===== src/rtl/zip_wb_pkg.sv =====
// Shared types and constants for the ALU writeback arbiter.
// Flag bit positions and the queued ALU entry layout live here.
package zip_wb_pkg;

  localparam int AW = 5;
  localparam int DW = 32;

  localparam int FLG_V = 3;
  localparam int FLG_N = 2;
  localparam int FLG_C = 1;
  localparam int FLG_Z = 0;

  typedef struct packed {
    logic          wr;
    logic          wf;
    logic          illegal;
    logic [AW-1:0] rd;
    logic [DW-1:0] c;
    logic [3:0]    f;
  } alu_ent_t;

endpackage


===== src/rtl/wb_skid_fifo.sv =====
// Two-entry skid FIFO holding ALU results while loads own the
// register-file write port.
module wb_skid_fifo
  import zip_wb_pkg::*;
#(
  parameter type T = alu_ent_t
) (
  input  logic       clk_i,
  input  logic       rst_ni,
  input  logic       clear_i,
  input  logic       push_i,
  input  logic       pop_i,
  input  T           data_i,
  output T           data_o,
  output logic [1:0] count_o,
  output logic       empty_o,
  output logic       full_o
);

  T           mem_q [2];
  logic       wr_ptr_q;
  logic       rd_ptr_q;
  logic [1:0] cnt_q;

  always_ff @(posedge clk_i or negedge rst_ni) begin
    if (!rst_ni) begin
      mem_q    <= '{default: '0};
      wr_ptr_q <= 1'b0;
      rd_ptr_q <= 1'b0;
      cnt_q    <= 2'd0;
    end else if (clear_i) begin
      wr_ptr_q <= 1'b0;
      rd_ptr_q <= 1'b0;
      cnt_q    <= 2'd0;
    end else begin
      if (push_i) begin
        mem_q[wr_ptr_q] <= data_i;
        wr_ptr_q        <= ~wr_ptr_q;
      end
      if (pop_i) rd_ptr_q <= ~rd_ptr_q;
      cnt_q <= cnt_q + 2'(push_i) - 2'(pop_i);
    end
  end

  assign data_o  = mem_q[rd_ptr_q];
  assign count_o = cnt_q;
  assign empty_o = (cnt_q == 2'd0);
  assign full_o  = cnt_q[1];

endmodule


===== src/rtl/alu_wb_arbiter.sv =====
// Merges ALU results and load returns onto the single register-file
// write port; loads always win, ALU results queue behind them.
module alu_wb_arbiter
  import zip_wb_pkg::*;
#(
  parameter int AW = zip_wb_pkg::AW,
  parameter int DW = zip_wb_pkg::DW
) (
  input  logic          i_clk,
  input  logic          i_rst_n,
  input  logic          i_clear,
  input  logic          i_alu_valid,
  input  logic          i_alu_wr,
  input  logic          i_alu_wf,
  input  logic [AW-1:0] i_alu_reg,
  input  logic [DW-1:0] i_alu_c,
  input  logic [3:0]    i_alu_f,
  input  logic          i_alu_illegal,
  output logic          o_alu_busy,
  input  logic          i_mem_valid,
  input  logic [AW-1:0] i_mem_reg,
  input  logic [DW-1:0] i_mem_data,
  output logic          o_wr_en,
  output logic [AW-1:0] o_wr_reg,
  output logic [DW-1:0] o_wr_data,
  output logic [3:0]    o_flags,
  output logic          o_illegal
);

  typedef struct packed {
    logic          wr;
    logic          wf;
    logic          illegal;
    logic [AW-1:0] rd;
    logic [DW-1:0] c;
    logic [3:0]    f;
  } ent_t;

  ent_t       alu_ent;
  ent_t       head;
  ent_t       ret;
  logic       alu_in;
  logic       push;
  logic       pop;
  logic       bypass;
  logic       ret_alu;
  logic       fifo_empty;
  logic       fifo_full;
  logic [1:0] fifo_cnt;
  logic [1:0] cnt_nxt;

  logic          wr_en_d, wr_en_q;
  logic [AW-1:0] wr_reg_d, wr_reg_q;
  logic [DW-1:0] wr_data_d, wr_data_q;
  logic [3:0]    flags_d, flags_q;
  logic          illegal_d, illegal_q;
  logic          busy_d, busy_q;

  always_comb begin
    alu_ent         = '0;
    alu_ent.wr      = i_alu_wr;
    alu_ent.wf      = i_alu_wf;
    alu_ent.illegal = i_alu_illegal;
    alu_ent.rd      = i_alu_reg;
    alu_ent.c       = i_alu_c;
    alu_ent.f       = i_alu_f;
  end

  // Bypass only when nothing older is queued, keeping arrival order.
  assign alu_in  = i_alu_valid && !i_clear;
  assign pop     = !i_mem_valid && !fifo_empty && !i_clear;
  assign bypass  = !i_mem_valid && fifo_empty && alu_in;
  assign push    = alu_in && !bypass && (!fifo_full || pop);
  assign ret_alu = pop || bypass;
  assign ret     = pop ? head : alu_ent;
  assign cnt_nxt = i_clear ? 2'd0
                 : fifo_cnt + 2'(push) - 2'(pop);

  wb_skid_fifo #(.T(ent_t)) u_fifo (
    .clk_i   (i_clk),
    .rst_ni  (i_rst_n),
    .clear_i (i_clear),
    .push_i  (push),
    .pop_i   (pop),
    .data_i  (alu_ent),
    .data_o  (head),
    .count_o (fifo_cnt),
    .empty_o (fifo_empty),
    .full_o  (fifo_full)
  );

  always_comb begin
    wr_en_d   = 1'b0;
    wr_reg_d  = wr_reg_q;
    wr_data_d = wr_data_q;
    flags_d   = flags_q;
    illegal_d = 1'b0;
    busy_d    = (cnt_nxt != 2'd0);
    unique case (1'b1)
      i_mem_valid: begin
        wr_en_d   = 1'b1;
        wr_reg_d  = i_mem_reg;
        wr_data_d = i_mem_data;
      end
      ret_alu: begin
        if (ret.illegal) begin
          illegal_d = 1'b1;
        end else begin
          wr_en_d = ret.wr;
          if (ret.wr) begin
            wr_reg_d  = ret.rd;
            wr_data_d = ret.c;
          end
          if (ret.wf) begin
            flags_d = {ret.f[FLG_V], ret.f[FLG_N],
                       ret.f[FLG_C], ret.f[FLG_Z]};
          end
        end
      end
      default: ;
    endcase
  end

  always_ff @(posedge i_clk or negedge i_rst_n) begin
    if (!i_rst_n) begin
      wr_en_q   <= 1'b0;
      wr_reg_q  <= '0;
      wr_data_q <= '0;
      flags_q   <= 4'd0;
      illegal_q <= 1'b0;
      busy_q    <= 1'b0;
    end else begin
      wr_en_q   <= wr_en_d;
      wr_reg_q  <= wr_reg_d;
      wr_data_q <= wr_data_d;
      flags_q   <= flags_d;
      illegal_q <= illegal_d;
      busy_q    <= busy_d;
    end
  end

  assign o_wr_en    = wr_en_q;
  assign o_wr_reg   = wr_reg_q;
  assign o_wr_data  = wr_data_q;
  assign o_flags    = flags_q;
  assign o_illegal  = illegal_q;
  assign o_alu_busy = busy_q;

endmodule

===== config.mk =====
export PLATFORM = sky130hd
export DESIGN_NAME = alu_wb_arbiter
export DESIGN_NICKNAME = d
export VERILOG_FILES = /design/src/rtl/zip_wb_pkg.sv /design/src/rtl/wb_skid_fifo.sv /design/src/rtl/alu_wb_arbiter.sv
export SDC_FILE = /design/constraint.sdc
export NUM_CORES = 1
export LEC_CHECK = 0
export CORE_MARGIN = 3
export CORE_UTILIZATION = 45
export CTS_CLUSTER_SIZE = 20
export DETAILED_ROUTE_END_ITERATION = 8
export DONT_BUFFER_PORTS = 1
export GPL_ROUTABILITY_DRIVEN = 0
export REMOVE_ABC_BUFFERS = 1
export SLEW_MARGIN = 10
export SYNTH_ARGS = -nofsm -noshare
export SYNTH_HDL_FRONTEND = slang
export SYNTH_SLANG_ARGS = --single-unit

===== constraint.sdc =====
create_clock -name i_clk -period 1.95 [get_ports i_clk]
set_input_delay 0.39 -clock i_clk [delete_from_list [all_inputs] [get_ports i_clk]]
set_output_delay 0.39 -clock i_clk [all_outputs]
set_load 0.05 [all_outputs]

# [After elaboration in Yosys (flattened, before gate mapping)]
# Index checks and enable logic that the tools add are counted.
# Widths: inputs -> output; s select.
[classes] add_sub_neg=2 order_cmp=3 eq_ne=2 muxes=22 bitwise_logic=6 n_reduce_logical=23
[op_table] cell="$mux 44" n=5
[op_table] cell="$bwmux 88" n=1
[op_table] cell="$mux 32" n=2
[op_table] cell="$pmux 32 s2" n=1
[op_table] cell="$demux 44 s1" n=1
[op_table] cell="$mux 5" n=2
[op_table] cell="$pmux 5 s2" n=1
[op_table] cell="$logic_and 1x1->1" n=8
[op_table] cell="$reduce_bool 2->1" n=4
[op_table] cell="$mux 1" n=7
[op_table] cell="$reduce_and 3->1" n=2
[op_table] cell="$logic_not 1->1" n=5
[op_table] cell="$ge 2x2->1 const B" n=2
[op_table] cell="$ne 2x2->1 const B" n=2
[op_table] cell="$not 1->1" n=4
[op_table] cell="$not 1->2" n=2
[op_table] cell="$add 2x1->2" n=1
[op_table] cell="$logic_not 2->1" n=1
[op_table] cell="$logic_or 1x1->1" n=2
[op_table] cell="$lt 2x1->1 const B" n=1
[op_table] cell="$mux 2" n=1
[op_table] cell="$pmux 1 s2" n=1
[op_table] cell="$reduce_and 2->1" n=1
[op_table] cell="$sub 2x1->2" n=1
[totals] ff_bits=136 inputBits=86 output_inout_bits=44 elab_cells=79

# [Depth between registers and ports, before layout]
# Gate-level depths: netlist (run 1).
[depth] ltp_word=10 depth_mapped=8 depth_no_buf=7

# [Modules after synthesis]
# From an unflattened synthesis (run 1), not the netlist that was laid out.
[hier_totals] cells_unflattened=502 hier_area_um2=6418.7
[by_module_without_submodules] mod="wb_skid_fifo" n_inst=1 cells_each=252 area_per_inst_um2=4028.9 seq_area_each_um2=2302.2
[by_module_without_submodules] mod="alu_wb_arbiter" n_inst=1 cells_each=250 area_per_inst_um2=2389.8 seq_area_each_um2=1101.1

# [Least setup slack after synthesis (run 1)]
# No wires, ideal clock.
[synth_path] path_type="in2reg" from="input i_mem_valid" to="register busy_q, in the netlist o_alu_busy" setup_ns=0.127 arrival_ns=1.942 path_slack_ns=-0.120 path_stages=7 cell_sequence="buf_2 -> or2_2 -> nor2_1 -> xor2_1 -> ha_1 -> nor2b_1 -> or2_2"
[synth_via] elab_chain_len=10
[synth_rtl] element="start, declared" line="alu_wb_arbiter.sv:20" text="input logic i_mem_valid,"
[synth_rtl] element="$logic_not 1->1 *" line="alu_wb_arbiter.sv:71, alu_wb_arbiter.sv:72"
[synth_rtl] element="$logic_and 1x1->1 (2 in a row)" line="alu_wb_arbiter.sv:72" text="assign bypass = !i_mem_valid && fifo_empty && alu_in;"
[synth_rtl] element="$logic_not 1->1" line="alu_wb_arbiter.sv:73" text="assign push = alu_in && !bypass && (!fifo_full || pop);"
[synth_rtl] element="$logic_and 1x1->1 (2 in a row)" line="alu_wb_arbiter.sv:73"
[synth_rtl] element="$add 2x1->2" line="alu_wb_arbiter.sv:77" text=": fifo_cnt + 2'(push) - 2'(pop);"
[synth_rtl] element="$sub 2x1->2 *" line="alu_wb_arbiter.sv:77"
[synth_rtl] element="$mux 2 *" line="alu_wb_arbiter.sv:76" text="assign cnt_nxt = i_clear ? 2'd0"
[synth_rtl] element="via cnt_nxt[0]" line="alu_wb_arbiter.sv:50" text="logic [1:0] cnt_nxt;"
[synth_rtl] element="$reduce_bool 2->1 *" line="alu_wb_arbiter.sv:98" text="busy_d = (cnt_nxt != 2'd0);"
[synth_rtl] element="via busy_d" line="alu_wb_arbiter.sv:57" text="logic busy_d, busy_q;"
[synth_rtl] element="end signal, assigned" line="alu_wb_arbiter.sv:138" text="busy_q <= busy_d;"
[synth_rtl] element="end, declared" line="alu_wb_arbiter.sv:57"
# The timed path passes the listed nets; every way through them passes the cells marked *.
# A chain may end at the register's enable or synchronous reset.

# [Final worst setup path (run 1)]
[layout_path] from="register u_fifo.cnt_q[1], in the netlist u_fifo.count_o[1]" to="register u_fifo.mem_q[48] (netlist bit)"
[layout_via] elab_chain_len=7
[layout_rtl] element="start, declared" line="wb_skid_fifo.sv:23" text="logic [1:0] cnt_q;"
[layout_rtl] element="start signal, assigned" line="wb_skid_fifo.sv:41" text="cnt_q <= cnt_q + 2'(push_i) - 2'(pop_i);"
[layout_rtl] element="$logic_not 2->1" line="wb_skid_fifo.sv:47" text="assign empty_o = (cnt_q == 2'd0);"
[layout_rtl] element="$logic_and 1x1->1 / $logic_not 1->1 (equally long branches)" line="alu_wb_arbiter.sv:72, alu_wb_arbiter.sv:71"
[layout_rtl] element="$logic_and 1x1->1, on equally long branches" line="alu_wb_arbiter.sv:72, alu_wb_arbiter.sv:71"
[layout_rtl] element="$logic_not 1->1 / $logic_and 1x1->1 (equally long branches)" line="alu_wb_arbiter.sv:73, alu_wb_arbiter.sv:71"
[layout_rtl] element="$logic_and 1x1->1 / $logic_or 1x1->1 (equally long branches)" line="alu_wb_arbiter.sv:73"
[layout_rtl] element="$logic_and 1x1->1 *" line="alu_wb_arbiter.sv:73"
[layout_rtl] element="$reduce_and 2->1 (no source line) *"
[layout_rtl] element="end signal, assigned by index" line="wb_skid_fifo.sv:37" text="mem_q[wr_ptr_q] <= data_i;"
[layout_rtl] element="end, declared" line="wb_skid_fifo.sv:20" text="T mem_q [2];"
# Mark *: on every way between the ends. The rest lies on a longest branch, timed or not.

==> reports/results.tsv, run 1 <==
metric	value	unit
core	0.0136	mm^2
hold_violations	136	
clk_path_buf_depth	2	
final.setup_skew	9.94	ps
syn_inst	500	
violations	negative hold slack	
cts_root_buffer	clkbuf_16	
drc	0	
worst_pin_slew	522	ps
grt_max_degree	137	
grt_pass1_vias	4372	
switching_power	2.67	mW
worstSkewPairLatency	420	ps
syn_avg_cell_area	12.8	um^2
netlist_area	0.00638	mm^2
antenna_found_initial	0	
routedWlPerCell	20.4	um
synth-edff-count	0	
final-setup-viol-count	0	
async_reset_ff_share	100	%
swShare	28.7	%
fmax	0.534	GHz
slowest_stage	a2111oi_4	
p_int	6.63	mW
die_w	125	um
status	finished with violations	
synthDistinctLibCells	33	
slowest_delay	410	ps
holdWs	-338	ps
clock-sinks	136	
start_util	47.0	%
wirelength	14.2	mm
post-synth-top-count-cell	dfrtp_1	
endpoint_kind	flip-flop	
drtPass1Iterations	4	
crit_arrival	2180	ps
ys_seq_elements	136	
seqPwrFrac	48.1	%
cts_tree	done	
min_period	1870	ps
synth_common_cells	dfrtp_1, mux2i_1, mux2_2	
crit_path_cell_trace	nor3_1 -> a2111oi_4 -> nor2b_4 -> buf_12 -> mux2_2	
period_share	96.0	%
drt_iter0_markers	199	
drv_cap	0	
cp_data_required_time	2260	ps
die_h	125	um
dieArea	0.0156	mm^2
maxSlewHeadroom	65.2	%
hp-class	in -> async	
synth_top_cell_by_area	dfrtp_1	
cts_buffers	17	
synth_top_cells_by_area	dfrtp_1, mux2i_1, mux2_2, mux2_1, o221ai_1	
post-dp-hpwl	9.17	mm
viasPerCell	5.71	
p_per_area	1270	mW/mm^2
rows	42	
ant_nets	0	
vias	3966	
grt_pass1_wl	23.5	mm
drive_gt1_share	23.0	%
fill_cells	1144	
leakage	3.23	nW
clkPwrFrac	38.2	%
multi_input_area	0.00267	mm^2
comb_power_share	13.8	%
io_buffers	0	
peakVddDrop	0.000658	V
nets	592	
clk_pin_slew	60	ps
area_growth	14.9	%
insertedDiodeCount	0	
htree_levels	4	
critPathKind	reg -> reg	
finalPower	9.30	mW
regArea	0.00341	mm^2
cp_max_fo	24	
num_io_pins	130	
ys_seq_area_share	53.4	%
grt-ovfl-total	0	
largest_reg_flops	88	
synth_top_area_share	53.4	%
synth.yosys.warnings	0	
start_kind	flip-flop	
synthFlopType	dfrtp_1	
slew_viol_final	0	
grt.total_usage	19.0	%
-- kinds of logic (layout without fill, tap and decap cells) --
kind of cell | Yosys count | count (layout) | synth area share, %
AOI/OAI and AO/OA | 56 | 56 | 7.14
xor gates and xnor gates | 3 | 3 | 0.412
adders and majority gates | 1 | 1 | 0.196
buffers and inverters | 75 | 93 | 5.43
DFF | 136 | 136 | 53.4
muxes | 171 | 171 | 28.6
and+or+nand+nor | 58 | 58 | 4.81
-- routing by layer --
metal	share of wire, %	track usage, %	vias up
met1	44	24.6	2032
met4	1.1	6.63	0
met5	0	0	-
li1	-	-	1820
met3	6.9	6.78	14
met2	48	29.7	100
-- final timing paths --
| path | to | startpoint | slack (ps) | cells past startpoint |
|---|---|---|---|---|
| setup / recovery | u_fifo.mem_q[48] | u_fifo.count_o[1] | 80 | 5 |
| hold / removal | o_wr_data[15] | i_rst_n | -340 | 0 |
| setup reg to reg | u_fifo.mem_q[48] | u_fifo.count_o[1] | 80 | 5 |
| hold reg to reg | u_fifo.mem_q[78] | u_fifo.mem_q[78] | 480 | 1 |
| max in group asynchronous | u_fifo.count_o[1] | i_rst_n | 1990 | 0 |
| min in group i_clk | u_fifo.rd_ptr_q | i_clear | 30 | 1 |
-- metrics by stage --
step	TNS, ps	setup slack (ps)	instance area (um^2)	utilization (%)	cells
2_1_floorplan	-209520	-3530	6180	-	465
3_3_place_gp	0	72.9	6660	49.1	661
3_5_place_dp	0	26.2	6660	49.1	661
4_1_cts	0	15.0	7320	54.0	693
5_1_grt	-6.55	-5.89	7330	54.1	694
6_report	0	78.6	7330	54.1	694
-- placed cells by master (no fill, tap or decap), types with 2 or more instances in the layout --
master / netlist / routed
bufinv_16: 0 / 5
clkinv_2: 0 / 3
dfrtp_1: 136 / 134
or3b_2: 2 / 2
nand3b_1: 2 / 2
dfrtp_2: 0 / 2
nor2_1: 5 / 4
mux2_2: 52 / 52
xor2_1: 2 / 2
or2_2: 3 / 3
clkbuf_16: 0 / 17
buf_4: 1 / 16
a21oi_1: 10 / 10
mux2i_1: 79 / 79
clkbuf_8: 0 / 3
o21ai_0: 3 / 2
buf_12: 0 / 5
mux2_1: 40 / 40
o221ai_1: 37 / 37
nand3_1: 38 / 37
clkinvlp_4: 0 / 3
inv_1: 40 / 40
-- worst max-delay path, delay by kind of cell, from the launching register on --
kind | cells | cell delay, ps
AOI/OAI and AO/OA | 1 | 410
buffers and inverters | 1 | 210
DFF | 1 | 400
muxes | 1 | 360
and+or+nand+nor | 2 | 370
-- power groups by stage --
stage	combinational (mW)	clock [mW]	sequential (mW)
after CTS	1.30	3.64	4.47
after global routing	1.44	3.77	4.56
final	1.28	3.55	4.47
after floorplan	1.02	0	4.43
after detailed placement	1.30	0	4.52
after global placement	1.24	0	4.48
-- cell type report --
cell class                      count  share of cell area, %
Inverter                           40                   2.05
Sequential cell                   136                   46.5
Multi-Input combinational cell    289                   36.4
Clock buffer                       20                   6.37
Timing Repair Buffer               21                   3.00
Clock inverter                     12                   2.68
Tap cell                          176                   3.00
-- timing repair --
item,4_1_cts,5_1_grt
setup endpoints to repair,0,50
setup buffers,0,1
resized for setup,0,2
endpoints found under the hold margin,136,136
Note: power is estimated with default switching activity, not from simulation.
==> run 2, diff against run 1 <==
- CORE_UTILIZATION: 45 -> 57
- PLACE_DENSITY: unset -> 0.75
- SLEW_MARGIN: 10 -> unset
==> run 2 against run 1 <==
The flow still finishes with violations (negative hold slack). Sequential power hardly changed. Critical path depth grew 2. Global-route usage up 6.7 points. Sequential cell count is the same. Worst hold slack got worse by 110 ps. Clock-buffer cell count decreased by 1. Combinational power up 9%. Utilization grew 19 points. Design area grew 5.4%. Via count is 9.1% higher. First-iteration DRC count rose by 70%. Clock power decreased by 6.8%. Largest power group unchanged.
==> reports/results.tsv, run 2 (synthesized netlist as in run 1, its figures left out) <==
metric	value	unit
die_w	112	um
grt_pass1_wl	25.4	mm
drt_iter0_markers	338	
min_period	1850	ps
die_h	112	um
maxSlewHeadroom	64.3	%
clock-sinks	136	
routedWlPerCell	21.8	um
place_inst	622	
htree_levels	4	
io_buffers	0	
leakage	3.42	nW
cp_data_required_time	2350	ps
drive_gt1_share	21.2	%
rsz0062_at_grt	no	
drtPass1Iterations	4	
nets	640	
worst_pin_slew	535	ps
grt.total_usage	25.7	%
rows	37	
status	finished with violations	
regArea	0.00341	mm^2
fmax	0.541	GHz
worstSkewPairLatency	530	ps
cts_root_buffer	clkbuf_8	
viasPerCell	6.16	
placement.cell_area	0.00662	mm^2
vias	4325	
insertedDiodeCount	0	
fill_cells	675	
core	0.0106	mm^2
critPathKind	reg -> reg	
holdWs	-445	ps
cts_setup_buffers	0	
cts_buffers	17	
stdcell_count	702	
post-dp-hpwl	9.12	mm
violations	negative hold slack	
drv_cap	0	
hp-class	in -> async	
layout_commonest_cell	dfrtp_1	
largest_reg_flops	88	
grt_pass1_vias	4959	
clk_pin_slew	60	ps
slew_viol_final	0	
cts_tree	done	
grt_max_degree	137	
multi_input_area	0.00268	mm^2
endpoint_kind	flip-flop	
start_util	60.2	%
start_kind	flip-flop	
ant_nets	0	
final.setup_skew	5.22	ps
clk_path_buf_depth	2	
hold_violations	136	
period_share	94.7	%
antenna_found_initial	0	
final_cell_area	0.00773	mm^2
crit_arrival	2250	ps
dieArea	0.0125	mm^2
num_io_pins	130	
drc	0	
final-setup-viol-count	0	
r2r_slack	100	ps
cp_max_fo	5	
p_per_area	1190	mW/mm^2
grt-ovfl-total	0	
final_cell_mix	dfrtp_1, mux2i_1, mux2_2	
area_growth	21.2	%
wirelength	15.3	mm
peakVddDrop	0.000726	V
## run 2: cell types whose count changed in the layout (fill, tap and decap cells not counted), sizes merged
cell | before | now
bufinv | 5 | 4
clkbuf | 20 | 19
clkinv | 4 | 6
dlygate4sd3 | 0 | 48
## run 2: per-stage QoR
stage / setup slack [ps] / hold slack (ps) / utilization (%) / setup TNS [ps] / power, mW
6_report: 103 / -445 / 72.9 / 0 / 9.21
5_1_grt: 8.68 / -478 / 72.9 / 0 / 9.65
4_1_cts: 18.6 / -467 / 72.5 / 0 / 9.26
3_5_place_dp: 33.0 / 98.2 / 62.4 / 0 / 5.83
3_3_place_gp: 106 / 97.7 / 62.4 / 0 / 5.71
2_1_floorplan: -3530 / 94.4 / - / -209520 / 5.45
## run 2: layer usage
metal  vias up  track usage [%]  part of all wire, %
li1       1924                -                    -
met1      2218             29.5                   39
met2       163             44.6                   52
met3        20             8.70                  6.8
met4         0             9.41                  1.9
met5         -                0                    0
## run 2: timing repair
item / 4_1_cts / 5_1_grt
gates resized for setup: 0 / 5
hold endpoints to repair: 222 / 139
hold buffers: 45 / 3
endpoints found under the setup margin: 0 / 75
## run 2: worst max-delay path, stage by stage, from the launching register on
cell and delay [ps]:
dfrtp_1 430, nor3_2 90, a2111oi_4 360, buf_4 190, ha_1 170, xor2_1 150
nor2_1 70, or2_2 270
## run 2: final timing paths
path	start	end	cells past startpoint
min in group i_clk	i_alu_c[3]	u_fifo.mem_q[7]	1
max in group asynchronous	i_rst_n	u_fifo.rd_ptr_q	0
min reg2reg	u_fifo.mem_q[80]	u_fifo.mem_q[80]	1
max	u_fifo.count_o[0]	o_alu_busy	7
max reg2reg	u_fifo.count_o[0]	o_alu_busy	7
min	i_rst_n	o_wr_data[19]	0
## run 2: final cells by class
| type | instances | share of cell area (%) |
|---|---|---|
| Tap cell | 136 | 2.20 |
| Sequential cell | 136 | 44.1 |
| Timing Repair Buffer | 69 | 9.16 |
| Clock inverter | 13 | 2.28 |
| Multi-Input combinational cell | 289 | 34.6 |
| Inverter | 40 | 1.94 |
| Clock buffer | 19 | 5.72 |
## run 2: power by group
part	internal (mW)	switching, mW	total (mW)
clock	2.13	1.18	3.31
combinational	0.800	0.598	1.40
sequential	3.53	0.973	4.50
==> run 3, diff against run 2 <==
- ABC_CLOCK_PERIOD_IN_PS: unset -> 1950
==> results of run 3 <==
The final DEF is identical to that of run 2; final timing and power are the same.
